File: src/rtl/v30mz_pkg.sv
// Shared types and constants for the V30MZ fetch/assembly front end.
// Holds the assembler state encoding, segment indices and prefix opcodes.
package v30mz_pkg;

  typedef enum logic [2:0] {
    S_OPCODE = 3'd0,
    S_MODRM  = 3'd1,
    S_DISP0  = 3'd2,
    S_DISP1  = 3'd3,
    S_IMM    = 3'd4,
    S_DONE   = 3'd5
  } state_t;

  localparam logic [1:0] SEG_PS  = 2'd0;
  localparam logic [1:0] SEG_SS  = 2'd1;
  localparam logic [1:0] SEG_DS0 = 2'd2;
  localparam logic [1:0] SEG_DS1 = 2'd3;

  localparam logic [7:0] PFX_DS1   = 8'h26;
  localparam logic [7:0] PFX_PS    = 8'h2E;
  localparam logic [7:0] PFX_SS    = 8'h36;
  localparam logic [7:0] PFX_DS0   = 8'h3E;
  localparam logic [7:0] PFX_LOCK  = 8'hF0;
  localparam logic [7:0] PFX_REPNE = 8'hF2;
  localparam logic [7:0] PFX_REP   = 8'hF3;

  function automatic logic [1:0] seg_of_prefix(input logic [7:0] b);
    case (b)
      PFX_DS1: seg_of_prefix = SEG_DS1;
      PFX_SS:  seg_of_prefix = SEG_SS;
      PFX_DS0: seg_of_prefix = SEG_DS0;
      default: seg_of_prefix = SEG_PS;
    endcase
  endfunction

endpackage

File: src/rtl/opcode_format_decoder.sv
// Opcode format decoder: ModRM need, immediate size, prefix and displacement size.
// Purely combinational, zero latency, no flow control.
module opcode_format_decoder
  import v30mz_pkg::*;
(
  input  logic [7:0] opcode,
  input  logic [7:0] modrm,
  output logic       need_modrm,
  output logic [2:0] imm_size,
  output logic       is_prefix,
  output logic [1:0] disp_size
);

  always_comb begin
    need_modrm = 1'b0;
    if (opcode[7:6] == 2'b00 && !opcode[2]) need_modrm = 1'b1;
    casez (opcode)
      8'h62, 8'h69, 8'h6B,
      8'b1000_????, 8'b1100_000?, 8'b1100_01??,
      8'b1101_00??, 8'b1101_1???,
      8'hF6, 8'hF7, 8'hFE, 8'hFF: need_modrm = 1'b1;
      default: ;
    endcase
  end

  always_comb begin
    imm_size = 3'd0;
    // ALU accumulator-immediate forms x4/x5/xC/xD in the 00-3F block
    if (opcode[7:6] == 2'b00 && opcode[2:1] == 2'b10) imm_size = opcode[0] ? 3'd2 : 3'd1;
    casez (opcode)
      8'h6A, 8'h6B, 8'b0111_????, 8'h80, 8'h82, 8'h83, 8'hA8,
      8'b1011_0???, 8'hC0, 8'hC1, 8'hC6, 8'hCD, 8'hD4, 8'hD5,
      8'b1110_0???, 8'hEB:                                   imm_size = 3'd1;
      8'h68, 8'h69, 8'h81, 8'hA9, 8'b1010_00??, 8'b1011_1???,
      8'hC2, 8'hC7, 8'hCA, 8'hE8, 8'hE9:                     imm_size = 3'd2;
      8'hC8:                                                 imm_size = 3'd3;
      8'h9A, 8'hEA:                                          imm_size = 3'd4;
      8'hF6: imm_size = (modrm[5:3] == 3'b000) ? 3'd1 : 3'd0;
      8'hF7: imm_size = (modrm[5:3] == 3'b000) ? 3'd2 : 3'd0;
      default: ;
    endcase
  end

  always_comb begin
    is_prefix = 1'b0;
    case (opcode)
      PFX_DS1, PFX_PS, PFX_SS, PFX_DS0, PFX_LOCK, PFX_REPNE, PFX_REP: is_prefix = 1'b1;
      default: ;
    endcase
  end

  always_comb begin
    disp_size = 2'd0;
    case (modrm[7:6])
      2'b00:   if (modrm[2:0] == 3'b110) disp_size = 2'd2;
      2'b01:   disp_size = 2'd1;
      2'b10:   disp_size = 2'd2;
      default: disp_size = 2'd0;
    endcase
  end

endmodule

File: src/rtl/instruction_fetch_unit.sv
// Byte-serial instruction assembler; N pops then record valid next cycle, N+1 per instr.
// Stalls on queue_empty, holds record until instr_ready; V30MZ_PREFIX_EN merges prefixes.
module instruction_fetch_unit
  import v30mz_pkg::*;
(
  input  logic        clk,
  input  logic        reset,
  input  logic [7:0]  prefetch_data,
  input  logic        queue_empty,
  output logic        queue_pop,
  input  logic        flush,
  input  logic        pc_load,
  input  logic [15:0] pc_load_value,
  output logic [15:0] pc,
  output logic        instr_valid,
  input  logic        instr_ready,
  output logic        seg_override_valid,
  output logic [1:0]  seg_override,
  output logic [1:0]  rep,
  output logic        lock,
  output logic [7:0]  opcode,
  output logic [7:0]  modrm,
  output logic [15:0] disp,
  output logic [31:0] imm,
  output logic [2:0]  imm_size,
  output logic [3:0]  length
);

`ifdef V30MZ_PREFIX_EN
  localparam bit PREFIX_EN = 1'b1;
`else
  localparam bit PREFIX_EN = 1'b0;
`endif

  state_t      state;
  logic [15:0] fetch_ptr;
  logic        disp_two;
  logic [1:0]  imm_idx;

  logic [7:0]  dec_opcode, dec_modrm;
  logic        dec_need_modrm, dec_is_prefix;
  logic [2:0]  dec_imm_size;
  logic [1:0]  dec_disp_size;

  assign dec_opcode  = (state == S_OPCODE) ? prefetch_data : opcode;
  assign dec_modrm   = (state == S_MODRM)  ? prefetch_data : modrm;
  assign instr_valid = (state == S_DONE);
  // Reset is folded in so a held reset never consumes queue bytes.
  assign queue_pop   = reset && (state != S_DONE) && !queue_empty && !flush;

  opcode_format_decoder u_dec (
    .opcode     (dec_opcode),
    .modrm      (dec_modrm),
    .need_modrm (dec_need_modrm),
    .imm_size   (dec_imm_size),
    .is_prefix  (dec_is_prefix),
    .disp_size  (dec_disp_size)
  );

  always_ff @(posedge clk or negedge reset) begin
    if (!reset) begin
      state <= S_OPCODE;  fetch_ptr <= '0;  pc <= '0;
      disp_two <= 1'b0;   imm_idx <= '0;
      seg_override_valid <= 1'b0;  seg_override <= '0;  rep <= '0;  lock <= 1'b0;
      opcode <= '0;  modrm <= '0;  disp <= '0;  imm <= '0;  imm_size <= '0;  length <= '0;
    end else if (flush || (state == S_DONE && instr_ready)) begin
      state <= S_OPCODE;
      disp_two <= 1'b0;   imm_idx <= '0;
      seg_override_valid <= 1'b0;  seg_override <= '0;  rep <= '0;  lock <= 1'b0;
      opcode <= '0;  modrm <= '0;  disp <= '0;  imm <= '0;  imm_size <= '0;  length <= '0;
      if (flush) begin
        // Without a load the refetch restarts at the aborted instruction.
        fetch_ptr <= pc_load ? pc_load_value : pc;
        if (pc_load) pc <= pc_load_value;
      end else begin
        pc <= fetch_ptr;
      end
    end else if (queue_pop) begin
      fetch_ptr <= fetch_ptr + 16'd1;
      length    <= (length == 4'd15) ? length : length + 4'd1;
      case (state)
        S_OPCODE: begin
          if (PREFIX_EN && dec_is_prefix) begin
            case (prefetch_data)
              PFX_LOCK:  lock <= 1'b1;
              PFX_REPNE: rep  <= 2'b10;
              PFX_REP:   rep  <= 2'b11;
              default: begin
                seg_override_valid <= 1'b1;
                seg_override       <= seg_of_prefix(prefetch_data);
              end
            endcase
          end else begin
            opcode   <= prefetch_data;
            imm_size <= dec_need_modrm ? 3'd0 : dec_imm_size;
            imm_idx  <= '0;
            if (dec_need_modrm)          state <= S_MODRM;
            else if (dec_imm_size != '0) state <= S_IMM;
            else                         state <= S_DONE;
          end
        end
        S_MODRM: begin
          modrm    <= prefetch_data;
          imm_size <= dec_imm_size;
          imm_idx  <= '0;
          disp_two <= (dec_disp_size == 2'd2);
          if (dec_disp_size != 2'd0)   state <= S_DISP0;
          else if (dec_imm_size != '0) state <= S_IMM;
          else                         state <= S_DONE;
        end
        S_DISP0: begin
          if (disp_two) begin
            disp[7:0] <= prefetch_data;
            state     <= S_DISP1;
          end else begin
            disp  <= {{8{prefetch_data[7]}}, prefetch_data};
            state <= (imm_size != '0) ? S_IMM : S_DONE;
          end
        end
        S_DISP1: begin
          disp[15:8] <= prefetch_data;
          state      <= (imm_size != '0) ? S_IMM : S_DONE;
        end
        S_IMM: begin
          imm[{imm_idx, 3'b000} +: 8] <= prefetch_data;
          imm_idx <= imm_idx + 2'd1;
          if (({1'b0, imm_idx} + 3'd1) == imm_size) state <= S_DONE;
        end
        default: state <= S_OPCODE;
      endcase
    end
  end

endmodule
File: config.mk
export PLATFORM = sky130hd
export DESIGN_NAME = instruction_fetch_unit
export DESIGN_NICKNAME = d
export VERILOG_FILES = /design/src/rtl/v30mz_pkg.sv /design/src/rtl/opcode_format_decoder.sv /design/src/rtl/instruction_fetch_unit.sv
export SDC_FILE = /design/constraint.sdc
export NUM_CORES = 1
export LEC_CHECK = 0
export BUFFER_PORTS_ARGS = -buffer_cell sky130_fd_sc_hd__buf_2
export CAP_MARGIN = 10
export CORE_ASPECT_RATIO = 0.75
export CORE_MARGIN = 4
export CORE_UTILIZATION = 60
export DETAILED_ROUTE_END_ITERATION = 16
export GPL_ROUTABILITY_DRIVEN = 0
export PLACE_DENSITY = 0.86
export SYNTH_ARGS = -nofsm -noshare
export SYNTH_HDL_FRONTEND = slang
export SYNTH_SLANG_ARGS = --single-unit
File: constraint.sdc
create_clock -name clk -period 5.5 [get_ports clk]
set_clock_uncertainty 0.1 [all_clocks]
set_input_delay 0.825 -clock clk [delete_from_list [all_inputs] [get_ports clk]]
set_output_delay 0.825 -clock clk [all_outputs]
set_load 0.02 [all_outputs]
==> summary.md, run 1 <==
| Metric | Value |
|---|---|
| Non-Filler Instances | 868 |
| Clock sinks | 109 |
| # H-tree levels | 3 |
| Crit path cell chain | buf_4 -> nor3b_4 -> nand2_2 -> inv_1 -> buf_2 |
| Minimum clock period | between 3000 and 4000 ps |
| Post-synthesis xor/xnor area fraction | about 1.2% |
| Commonest non-fill, non-tap cell in the layout | buf_2 |
| Max incr delay on CP | 470 ps |
| Status | finished clean |
| PostCTS Resize Cnt | 0 |
| Wire length of the first global-routing pass | 26.6 mm |
| Total number of vias | ~5600 |
| Vias in the first global route | 5191 |
| Die width | about 120 µm |
| Setup TNS | 0 ps |
| Mux contribution to synthesized area | 5.79% |
| Post-synthesis compound-gate area fraction | 20.7% |
| Pwr dens | 295 nW/µm² |
| Cell Rows | 31 |
| Initial Util | about 62% |
| CTS root buf | clkbuf_16 |
| Layout overhead on the synthesized area | 13.7% |
| Buf+Inv Stages, Crit Path | 3 |
| Deepest clock path buffer count | 2 |
| ANT nets after route | 0 |
| Share of the core filled with cells | 70.7% |
| WP data required | 4580 ps |
| Dpl ws | approximately 2200 ps |
| GRT Residual Overflow | 0 |
| Sequential-to-total area share from yosys stat | 44.9% |
| Min Hold Slack | 368 ps |
| Most frequent cells in the layout | 117 x buf_2, 109 x dfrtp_1, 85 x nand2_1 |
| Worst setup SP type | input pin |
| Critical path peak fanout | 45 |
| DR iter-0 viols | 461 |
| Post-layout net count | 767 |
| Kind of critical path | in2out |
| CP max-delay cell | nor3b_4 |
| Synth cell types | 71 |
| CTS tree | built |
| Period utilisation layout | between 50% and 60% |
| GRT Resource Usage Total | ~29% |
| DIE AREA | 11800 µm² |
| Post-route cell area | 6910 µm² |
| Tot Pwr | 2.04 mW |
| Antenna cells | 0 |
| Worst slew pin tran | approximately 1000 ps |
| Hold Buf Count CTS | 0 |
| Setup WS post-layout | 2210 ps |
| Routed wire per std cell | between 15 and 20 µm |
| Total Wirelength | 17.0 mm |
| MaxCap Viol Count | 0 |
| Max Clock Freq | 304 MHz |
| Leakage power | approximately 3.4 nW |
| DRC Markers | 0 |
| Post-CTS Setup Inserts | 0 |
| Crit path max-delay family | buffers and inverters |
| Vias per inst | ~6.4 |
| Final hold viol count | 0 |
| Largest family of logic cells by synthesized area | simple AND/OR/NAND/NOR gates |
| Placed insts | around 850 |
| Number of synthesized flops with an enable pin | 0 |
| Endpoints failing setup | 0 |
| RSZ-0062 raised after global routing | no |
| Post-DP HPWL | approximately 11 mm |
| Die H | 95.2 µm |
| Skew-Pair Late Insertion Delay | 350 ps |
| Initial antenna violation count | 0 |
| Total CTS buffers | 9 |
| Cells after Synth | 649 |
| Placed Area | 6620 µm² |
| Post-synthesis register bit count | between 100 and 150 |
| Synth Area per Inst | 9.36 µm² |
| Share of cells above drive strength 1 | 21.6% |
| VDD IR max | 0.000203 V |
| Fraction of registers with async set/reset | 100% |
| Clk pin slew, worst setup/hold paths | 70 ps |
| CP arrival | 2360 ps |
| Max Slew Vio Count | 0 |
| I/O Pins | ~130 |
| Pre-antenna DRT Iters | 5 |
| Worst relative slew slack | between 30% and 40% |
| Core area | 9770 µm² |
| IO Port Bufs | 118 |
| Yosys warns | 0 |
| Area share of and/or/nand/nor cells after synthesis | a little over a fifth |
| Post-Synthesis Cell Area | 6080 µm² |
| Largest net degree at the start of global routing | 68 |
| Synth Flop Type | dfrtp_1 |
| HP Class | in2async |
| CP endpoint kind | output pin |
| Synth Area in Adders | 1.24% |
## registers in the layout (all words and copies together), names as in the netlist
register   cells
imm_size       3
imm           32
state          3
opcode         8
disp          16
modrm          8
disp_two       1
pc            16
imm_idx        2
fetch_ptr     16
length         4
## routing by layer
layer  part of all wire (%)  GRT usage, %
met5                      0             0
met3                     10          6.17
met2                     46          43.1
met4                    1.6          8.84
met1                     42          42.9
## path summary, 6_finish.rpt
path | start | to | slack (ps) | cells past startpoint
max | reset | queue_pop | 2210 | 5
min | reset | modrm[5]$_DFFE_PN0P_ | 370 | 1
max reg2reg | state[0]$_DFFE_PN0P_ | imm_size[0]$_DFFE_PN0P_ | 2640 | 6
min reg2reg | imm[2]$_DFFE_PN0P_ | imm[2]$_DFFE_PN0P_ | 400 | 1
max in group asynchronous | reset | imm[6]$_DFFE_PN0P_ | 3640 | 2
min in group clk | imm[2]$_DFFE_PN0P_ | imm[2]$_DFFE_PN0P_ | 400 | 1
## power by group
part | internal (mW) | total [mW] | switching [mW]
logic | 0.171 | 0.483 | 0.313
registers | 0.854 | 0.938 | 0.0834
clock network | 0.323 | 0.615 | 0.291
total | 1.35 | 2.04 | 0.688
## Yosys cell counts, types with 6 or more instances
cell type	instances	area (µm²)
a211oi_1	7	52.6
a21oi_1	28	140
a22o_1	35	307
a22oi_1	6	45.0
buf_1	6	22.5
buf_2	6	30.0
buf_4	6	45.0
clkbuf_1	36	135
dfrtp_1	109	2730
ha_1	6	75.1
inv_1	10	37.5
mux2i_1	34	340
nand2_1	85	319
nand3_1	16	80.1
nand4_1	11	68.8
nor2_1	59	221
nor2b_1	20	125
nor3_1	7	35.0
nor3b_1	8	60.1
o211ai_1	9	67.6
o21ai_0	27	135
o221a_2	8	90.1
o22ai_1	6	37.5
o31ai_1	7	52.6
or3_1	6	37.5
xor2_1	6	52.6
## layout make-up
cell class	count	area, µm²
Clock buffer	12	246
Clock inverter	4	32.5
Fill cell	759	2860
Inverter	11	41.3
Multi-Input combinational cell	479	3080
Sequential cell	109	2730
Tap cell	132	165
Timing Repair Buffer	121	616
## cell families (layout without fill, tap and decap cells)
family	after synthesis	in the layout
and+or+nand+nor	254	254
AOI/OAI and AO/OA	170	170
DFF	109	109
buffers and inverters	66	148
muxes	35	35
xor gates and xnor gates	8	8
adders and majority gates	6	6
other	1	6
Power figures use the tool's default switching activity.
==> inputs of run 2 (changes only) <==
--- a/config.mk
+++ b/config.mk
@@ -5,14 +5,15 @@
 export SDC_FILE = /design/constraint.sdc
 export NUM_CORES = 1
 export LEC_CHECK = 0
+export ABC_AREA = 1
 export BUFFER_PORTS_ARGS = -buffer_cell sky130_fd_sc_hd__buf_2
 export CAP_MARGIN = 10
 export CORE_ASPECT_RATIO = 0.75
 export CORE_MARGIN = 4
-export CORE_UTILIZATION = 60
+export CORE_UTILIZATION = 56
 export DETAILED_ROUTE_END_ITERATION = 16
 export GPL_ROUTABILITY_DRIVEN = 0
-export PLACE_DENSITY = 0.86
+export PLACE_DENSITY = 0.81
 export SYNTH_ARGS = -nofsm -noshare
 export SYNTH_HDL_FRONTEND = slang
 export SYNTH_SLANG_ARGS = --single-unit
==> constraint.sdc (replaced) <==
create_clock -name clk -period 3.4 [get_ports clk]
set_clock_uncertainty 0.1 [all_clocks]
set_input_delay 0.51 -clock clk [delete_from_list [all_inputs] [get_ports clk]]
set_output_delay 0.51 -clock clk [all_outputs]
set_load 0.02 [all_outputs]
==> run 2 against run 1 <==
Synthesized cell count rose by 27%. Sequential power rose by 68%. Core utilization fell by 3.1 points. Sequential share of layout area fell by 1.2 points. Worst hold slack got worse by 260 ps. Die area rose by 8.5%. Register-to-register slack got worse by 2000 ps. Critical path depth did not move. Setup slack got worse by 1600 ps. Clock power rose by 67%. Flip-flop and latch count did not move. Highest routed layer unchanged.
==> summary.md, run 2 <==
| Metric | Value |
|---|---|
| Fraction of registers with async set/reset | 100% |
| Number of synthesized flops with an enable pin | 0 |
| Critical path peak fanout | 33 |
| Post-synthesis register bit count | roughly 110 |
| Total CTS buffers | 9 |
| IO Port Bufs | 118 |
| Synth cell types | 44 |
| Most flop-heavy register | imm |
| Yosys warns | 0 |
| Antenna cells | 0 |
| Worst slew pin tran | 976 ps |
| PostCTS Resize Cnt | 0 |
| Cell Rows | 32 |
| Worst Reg-to-Reg Cells | 16 |
| Most frequent cells in the layout | 171 x nand2_1, 117 x buf_2, 115 x o21ai_0 |
| CTS root buf | clkbuf_16 |
| Wire length of the first global-routing pass | between 20 and 30 mm |
| Mux contribution to synthesized area | less than 1% |
| Synth area leader | dfrtp_1 |
| GRT Residual Overflow | 0 |
| Worst R2R Setup Slack | 680 ps |
| Max Slew Vio Count | 0 |
| HP Class | in2async |
| RSZ-0062 raised after global routing | no |
| Pre-antenna DRT Iters | 5 |
| Max incr delay on CP | 400 ps |
| Post-synthesis compound-gate area fraction | 17.3% |
| M1 GR Usage | about 42% |
| RR Endpoint | state[0]$_DFFE_PN0P_ |
| Worst setup SP type | flip-flop |
| Leakage power | 3.75 nW |
| Worst relative slew slack | a little over a third |
| Placed insts | 1054 |
| Period utilisation layout | 81.2% |
| Layout overhead on the synthesized area | 15.1% |
| Vias in the first global route | 5473 |
| Non-Filler Instances | 1069 |
| Most Used Layer, Global Route | met1 |
| Status | finished clean |
| Setup TNS | 0 ps |
| Max reg flops | 32 |
| Post-layout net count | slightly below 1000 |
| Initial Util | 58.8% |
| # H-tree levels | 3 |
| Area share of and/or/nand/nor cells after synthesis | 27.1% |
| Minimum clock period | around 2800 ps |
| DRC Markers | 0 |
| Pwr dens | 591 nW/µm² |
| CTS tree | built |
| WP data required | 2790 ps |
| GRT Resource Usage Total | 26.8% |
| ANT nets after route | 0 |
| Initial antenna violation count | 0 |
| Synth top area share | 44.1% |
| Fillcell total | 915 |
| Commonest non-fill, non-tap cell in the layout | nand2_1 |
| Largest family of logic cells by synthesized area | simple AND/OR/NAND/NOR gates |
| Endpoints failing setup | 0 |
| Post-CTS Setup Inserts | 0 |
| CP arrival | 2150 ps |
| VDD IR max | ~0.00033 V |
| Met2 usage | 36.8% |
| Core area | 10500 µm² |
| Total Wirelength | 17.1 mm |
| Most common cell in the netlist | nand2_1 |
| Routed wire per std cell | between 15 and 20 µm |
| Multi-input gate area in the final layout | 2930 µm² |
| Post-DP HPWL | between 10 and 15 mm |
| CP endpoint kind | output pin |
| DR iter-0 viols | ~640 |
| Worst flop-to-flop path startpoint | state[2]$_DFFE_PN0P_ |
| Skew-Pair Late Insertion Delay | 360 ps |
| Post-synthesis xor/xnor area fraction | 0.990% |
| Cells after Synth | 821 |
| Final hold viol count | 0 |
| Share of cells above drive strength 1 | 21.0% |
| Largest net degree at the start of global routing | 77 |
| DIE AREA | ~13000 µm² |
| Clock sinks | roughly 110 |
| Vias per inst | 5.76 |
| Synth Area in Adders | between 1 and 1.5% |
| Synth top cells by count | 171 x nand2_1, 115 x o21ai_0, 109 x dfrtp_1 |
| Kind of critical path | reg2out |
| Hold Buf Count CTS | 0 |
| Cells taking the most area after synthesis | dfrtp_1 44%, nand2_1 10%, o21ai_0 9.3% |
| GR Layer Usage met3 | 6.61% |
| Max Clock Freq | 362 MHz |
| Reg area | 2730 µm² |
| Synth Area per Inst | 7.54 µm² |
| MaxCap Viol Count | 0 |
| Deepest clock path buffer count | 2 |
| Total number of vias | 6162 |
| Clk pin slew, worst setup/hold paths | 80 ps |
| Sequential-to-total area share from yosys stat | between 40% and 50% |
| Die width | approximately 130 µm |
| Synth Flop Type | dfrtp_1 |
| I/O Pins | roughly 130 |
| Crit path cell chain | inv_2 -> nor3_2 -> nor2_2 -> buf_4 -> buf_2 |
| Post-Synthesis Cell Area | approximately 6200 µm² |
| Die H | 99.1 µm |
| CP max-delay cell | dfrtp_1 |
==> run 2: worst max-delay path, delay by kind of cell (launching register included) <==
kind	cells	cell delay, ps
buffers and inverters	3	950
and+or+nand+nor	2	410
DFF	1	400
==> run 2: cell type report <==
cell class	count	share of cell area [%]
inverter	93	4.90
timing repair buffer	128	9.38
multi-input combinational	588	41.1
clock inverter	6	0.791
sequential	109	38.3
tap	136	2.39
clock buffer	9	3.16
==> run 2: worst max-delay path by stage <==
stage / start / to / cells after the start
global placement: state[2]$_DFFE_PN0P_ / state[0]$_DFFE_PN0P_ / 16
floorplan: flush / queue_pop / 6
CTS: state[2]$_DFFE_PN0P_ / queue_pop / 5
finish: state[2]$_DFFE_PN0P_ / queue_pop / 5
detailed placement: state[2]$_DFFE_PN0P_ / state[0]$_DFFE_PN0P_ / 16
global route: state[2]$_DFFE_PN0P_ / state[0]$_DFFE_PN0P_ / 16
==> run 2: layer usage <==
metal | part of all wire, % | wire [µm] | vias to the layer above
met5 | 0 | 0 | -
met1 | 47 | 8050 | 2893
li1 | - | - | 2923
met3 | 9.7 | 1660 | 35
met2 | 41 | 7080 | 311
met4 | 1.7 | 286 | 0
==> run 2: per-stage QoR <==
step                hold WS, ps  utilization [%]  setup slack (ps)  power [mW]  instance area, µm²
finish                      107             67.6               638        4.21                7120
global route                136             67.6               425        4.47                7120
CTS                         112             67.6               652        4.20                7120
detailed placement          370             65.0               773        3.17                6840
global placement            360             65.0               846        3.14                6840
floorplan                   114                -              1090        2.79                6210
==> run 2: cells by family after synthesis <==
kind of cell / Yosys count
other: 1
AO/OA/AOI/OAI: 195
XOR/XNOR: 7
multiplexers: 1
AND/OR/NAND/NOR: 373
adder cells (fa/ha/maj): 6
buffers and inverters: 129
flip-flops: 109
==> run 2: where the power goes <==
group / leakage [nW] / switching (mW) / internal (mW)
logic: 2.17 / 1.16 / 0.448
registers: 1.45 / 0.137 / 1.44
clock network: 0.136 / 0.520 / 0.509
total: 3.75 / 1.81 / 2.40
